`config.mk`:
```
export PLATFORM = sky130hd
export DESIGN_NAME = button_debouncer
export DESIGN_NICKNAME = d
export VERILOG_FILES = /design/src/rtl/button_debouncer_pkg.sv /design/src/rtl/button_debouncer_sat_counter.sv /design/src/rtl/button_debouncer.sv
export SDC_FILE = /design/constraint.sdc
export NUM_CORES = 1
export LEC_CHECK = 0
export CAP_MARGIN = 20
export CORE_AREA = 2 2 39 41
export CTS_BUF_LIST = sky130_fd_sc_hd__clkbuf_2 sky130_fd_sc_hd__clkbuf_4 sky130_fd_sc_hd__clkbuf_8
export DETAILED_ROUTE_END_ITERATION = 10
export DIE_AREA = 0 0 41 43
export DONT_BUFFER_PORTS = 1
export GPL_ROUTABILITY_DRIVEN = 1
export PLACE_DENSITY = 0.62
export SYNTH_ARGS = -nofsm -noshare
export SYNTH_HDL_FRONTEND = slang
export SYNTH_SLANG_ARGS = --single-unit
```
`constraint.sdc`:
```
create_clock -name clk -period 1.7 [get_ports clk]
set_input_delay 0.34 -clock clk [delete_from_list [all_inputs] [get_ports clk]]
set_output_delay 0.34 -clock clk [all_outputs]
set_load 0.01 [all_outputs]
```
`src/rtl/button_debouncer_pkg.sv`:
```
// Shared state encodings and sizing helpers for the button-handling blocks.
package button_debouncer_pkg;

    typedef enum logic [1:0] {
        StIdle        = 2'd0,
        StPressWait   = 2'd1,
        StHeld        = 2'd2,
        StReleaseWait = 2'd3
    } state_e;

    // Counter width able to hold the larger of two cycle limits.
    function automatic int unsigned cnt_width(input int unsigned a, input int unsigned b);
        int unsigned m;
        m = (a > b) ? a : b;
        return $clog2(m + 1);
    endfunction

endpackage

```
`src/rtl/button_debouncer_sat_counter.sv`:
```
// Up-counter that holds at MAX; clear takes priority over increment.
module button_debouncer_sat_counter #(
    parameter int unsigned WIDTH = 4,
    parameter int unsigned MAX   = 10
) (
    input  logic             clk,
    input  logic             reset,
    input  logic             clr,
    input  logic             inc,
    output logic [WIDTH-1:0] count
);

    localparam logic [WIDTH-1:0] MaxVal = WIDTH'(MAX);

    logic [WIDTH-1:0] count_d, count_q;

    always_comb begin
        count_d = count_q;
        if (clr) begin
            count_d = '0;
        end else if (inc && (count_q != MaxVal)) begin
            count_d = count_q + 1'b1;
        end
    end

    always_ff @(posedge clk) begin
        if (reset) begin
            count_q <= '0;
        end else begin
            count_q <= count_d;
        end
    end

    assign count = count_q;

endmodule

```
`src/rtl/button_debouncer.sv`:
```
// Debounces the synchronized button level and emits press/release/long-press pulses.
module button_debouncer
    import button_debouncer_pkg::*;
#(
    parameter int unsigned DEBOUNCE_CYCLES   = 4,
    parameter int unsigned LONG_PRESS_CYCLES = 10
) (
    input  logic clk,
    input  logic reset,
    input  logic sync_button,
    output logic pressed,
    output logic press_pulse,
    output logic release_pulse,
    output logic long_press_pulse
);

    localparam int unsigned CNT_WIDTH = cnt_width(DEBOUNCE_CYCLES, LONG_PRESS_CYCLES);
    localparam logic [CNT_WIDTH-1:0] DebLast  = CNT_WIDTH'(DEBOUNCE_CYCLES - 1);
    localparam logic [CNT_WIDTH-1:0] LongLast = CNT_WIDTH'(LONG_PRESS_CYCLES - 1);

    state_e state_d, state_q;
    logic   pressed_d, pressed_q;
    logic   press_d, press_q;
    logic   release_d, release_q;
    logic   long_d, long_q;

    logic                 deb_clr, deb_inc, hold_clr, hold_inc;
    logic [CNT_WIDTH-1:0] deb_cnt, hold_cnt;

    button_debouncer_sat_counter #(
        .WIDTH (CNT_WIDTH),
        .MAX   (DEBOUNCE_CYCLES - 1)
    ) u_deb_cnt (
        .clk   (clk),
        .reset (reset),
        .clr   (deb_clr),
        .inc   (deb_inc),
        .count (deb_cnt)
    );

    // Saturates at LONG_PRESS_CYCLES so the long-press compare can only match once.
    button_debouncer_sat_counter #(
        .WIDTH (CNT_WIDTH),
        .MAX   (LONG_PRESS_CYCLES)
    ) u_hold_cnt (
        .clk   (clk),
        .reset (reset),
        .clr   (hold_clr),
        .inc   (hold_inc),
        .count (hold_cnt)
    );

    always_comb begin
        state_d   = state_q;
        pressed_d = pressed_q;
        press_d   = 1'b0;
        release_d = 1'b0;
        long_d    = 1'b0;
        deb_clr   = 1'b0;
        deb_inc   = 1'b0;
        hold_clr  = 1'b0;
        hold_inc  = 1'b0;
        case (state_q)
            StIdle: begin
                pressed_d = 1'b0;
                hold_clr  = 1'b1;
                if (sync_button) begin
                    state_d = StPressWait;
                    deb_inc = 1'b1;
                end else begin
                    deb_clr = 1'b1;
                end
            end
            StPressWait: begin
                if (!sync_button) begin
                    state_d = StIdle;
                    deb_clr = 1'b1;
                end else if (deb_cnt == DebLast) begin
                    state_d   = StHeld;
                    pressed_d = 1'b1;
                    press_d   = 1'b1;
                    deb_clr   = 1'b1;
                    hold_clr  = 1'b1;
                end else begin
                    deb_inc = 1'b1;
                end
            end
            StHeld: begin
                if (!sync_button) begin
                    state_d = StReleaseWait;
                    deb_inc = 1'b1;
                end else begin
                    deb_clr  = 1'b1;
                    hold_inc = 1'b1;
                    long_d   = (hold_cnt == LongLast);
                end
            end
            StReleaseWait: begin
                // hold_cnt is left alone so a release bounce cannot re-arm long press.
                if (sync_button) begin
                    state_d = StHeld;
                    deb_clr = 1'b1;
                end else if (deb_cnt == DebLast) begin
                    state_d   = StIdle;
                    pressed_d = 1'b0;
                    release_d = 1'b1;
                    deb_clr   = 1'b1;
                    hold_clr  = 1'b1;
                end else begin
                    deb_inc = 1'b1;
                end
            end
            default: begin
                state_d   = StIdle;
                pressed_d = 1'b0;
                deb_clr   = 1'b1;
                hold_clr  = 1'b1;
            end
        endcase
    end

    always_ff @(posedge clk) begin
        if (reset) begin
            state_q   <= StIdle;
            pressed_q <= 1'b0;
            press_q   <= 1'b0;
            release_q <= 1'b0;
            long_q    <= 1'b0;
        end else begin
            state_q   <= state_d;
            pressed_q <= pressed_d;
            press_q   <= press_d;
            release_q <= release_d;
            long_q    <= long_d;
        end
    end

    assign pressed          = pressed_q;
    assign press_pulse      = press_q;
    assign release_pulse    = release_q;
    assign long_press_pulse = long_q;

endmodule

```
==> reports/metrics.yaml <==
critical_path:
  cp_num_buf_inv: 0
  cp_max_fo: 5
  max_stage_delay_ns: 0.49
  cp_top_family: "simple AND/OR/NAND/NOR gates"
  required_ns: 1.83
  crit_slowest_cell: "or3b_2"
  worstSetupPathType: "reg2reg"
  worst_ep_arrival_time_ns: 1.60
  start_kind: "flop"
  cp_cell_sequence: "ha_1 > or3b_2 > o21ai_0 > a2111oi_1"
  endpoint_kind: "flop"
flow_run:
  drv_cap: 0
timing:
  fin_crit_sh: 0.865
  slew_violations: 0
  setup_tns_ns: 0
  skew_ns: 0.00386
  clock.fmax_ghz: 0.680
  relSlewSlack: 0.711
  grt_setup_unrepaired: "no"
  finalSetupViolCount: 0
  min_period_ns: 1.47
  finalHoldViolCount: 0
  tightestPinTransition_ns: 0.433
  fin_hold_ws_ns: 0.135
finish:
  drive_gt1_frac: 0.133
  antennaDiodeCount: 0
  syn2layout_area_growth_pct: 8.12
  final_core_util: 0.530
  nets: 84
  fin_area_um2: 733
yosys:
  yosys_warnings: 0
  synth.most_common_cell: "dfxtp_1"
  netlist.area_leader.share: 0.413
  yosysUniqueCellTypes: 27
  syn_inst: 71
  synth_area_leader_cell: "dfxtp_1"
  synth_common_cells: "dfxtp_1 (14), a21oi_1 (10)"
  syn_nets: 78
  synth_edf_count: 0
  synth_seq_area_share: 0.413
  synth_flop_cell: "dfxtp_1"
  synth_async_sr_flop_share: 0
  synth_area_um2: 678
  ys_top_cells_by_area: "dfxtp_1 (41%), a21oi_1 (7.4%), ha_1 (7.4%), nand3b_1 (4.4%), nand3_1 (3.0%)"
  synth_seq_cells: 14
  syn_area_per_cell_um2: 9.55
clocking:
  worstSkewPairLatency_ns: 0.27
  clock-root-buffer: "clkbuf_4"
  cts_tree: "built"
  cts_setup_buffers: 0
  cts_buffers: 3
  clkTransAtPathRegs_ns: 0.07
  cts_max_level: 1
  cts_resized: 0
  hold_buffers: 0
  clock_path_buffers: 2
  clock-sinks: 14
power_and_ir_drop:
  power_density_nw_per_um2: 718
  peakVddDrop_mv: 0.364
  p_leak_nw: 0.265
routing:
  viasPerCell: 5.68
  wl_met2_um: 551
  top_layer_used: "met4"
  vias: 517
  wl_met1_um: 548
  first_pass_iters: 4
  detail_route.wl_per_cell_um: 12.7
  wl_met3_um: 35
  finalWirelength_um: 1150
  antenna_left: 0
  drc_errors: 0
  drt_iter0_markers: 6
floorplan:
  die_w_um: 41
  core-area_um2: 1380
  die_area_um2: 1760
  die_h_um: 43
  initial_core_util: 0.490
  row_count: 14
  io_pins: 7
global_route:
  grt_use_total: 0.165
  grt_max_degree: 11
  grt_pass1_vias: 486
  grt_pass1_wl_um: 1930
  gr-total-overflow: 0
  antenna_found_initial: 0
placed_design:
  routabilityCongestion: 0.665
  io_buffers: 0
  dpl_cell_area_um2: 711
  dpl.hpwl_um: 880
min_path:
  holdCritPathClass: "in2reg"
outcome:
  status: "finished, final reports clean"
## metrics by stage
stage               power (mW)  std cells  setup WS (ns)
global placement         0.363         88          0.265
CTS                      0.537         91          0.216
global route             0.553         91          0.121
detailed placement       0.362         88          0.231
floorplan                0.361         71          0.327
finish                   0.526         91          0.229
## metal layers
metal / vias to the layer above / track usage
li1: 265 / -
met1: 241 / 0.203
met4: 0 / 0.120
met5: - / 0
met3: 2 / 0.0471
met2: 9 / 0.234
## final cells by class
class,count,area [um2]
Timing Repair Buffer,3,22.5
Multi-Input combinational cell,51,373
Sequential cell,14,280
Clock buffer,3,22.5
Tap cell,16,20.0
Fill cell,139,651
Inverter,4,15.0
## sequential cells by signal, summed over array words and instances (netlist names), named ones only
register	flops
u_hold_cnt.count	4
pressed	1
long_press_pulse	1
u_deb_cnt.count	4
state_q	1
release_pulse	1
press_pulse	1
## where the power goes
group	internal (mW)	switching (mW)	total (mW)
Sequential	0.331	0.00536	0.337
Combinational	0.00986	0.00787	0.0177
Clock	0.0818	0.0898	0.172
Total	0.423	0.103	0.526
## worst paths after layout
| path | end | cells after the start | from | slack (ns) |
|---|---|---|---|---|
| worst max-delay path | pressed$_SDFFE_PP0P_ | 4 | u_deb_cnt.count[0]$_SDFFE_PP0P_ | 0.23 |
| worst min-delay path | flop | 1 | reset | 0.14 |
| worst max register to register | pressed$_SDFFE_PP0P_ | 4 | u_deb_cnt.count[0]$_SDFFE_PP0P_ | 0.23 |
| worst min register to register | u_deb_cnt.count[1]$_SDFFE_PP0P_ | 2 | u_deb_cnt.count[1]$_SDFFE_PP0P_ | 0.51 |
## cell families (layout without fill, tap and decap cells)
logic type,after synthesis,in the layout,synth area share
AOI/OAI and AO/OA,17,17,0.144
xor gates and xnor gates,2,2,0.0258
adders and majority gates,4,4,0.0738
buffers and inverters,6,10,0.0369
DFF,14,14,0.413
and+or+nand+nor,28,28,0.306
## layout by cell type, fill, tap and decap left out, drive strengths merged
| master | instances |
|---|---|
| o21ai | 4 |
| inv | 4 |
| nor4b | 2 |
| xnor2 | 1 |
| buf | 3 |
| nand3 | 4 |
| ha | 4 |
| or4 | 1 |
| a311oi | 1 |
| xor2 | 1 |
| a2111oi | 1 |
| nor3b | 2 |
| dfxtp | 14 |
| nor2 | 2 |
| nand2b | 3 |
| or3 | 1 |
| nand3b | 5 |
| o221ai | 1 |
| or3b | 1 |
| nand2 | 2 |
| and3b | 2 |
| a21oi | 10 |
| or2 | 1 |
| nand4b | 1 |
| clkbuf | 3 |
| nand4bb | 1 |
(Power assumes the default switching activity.)
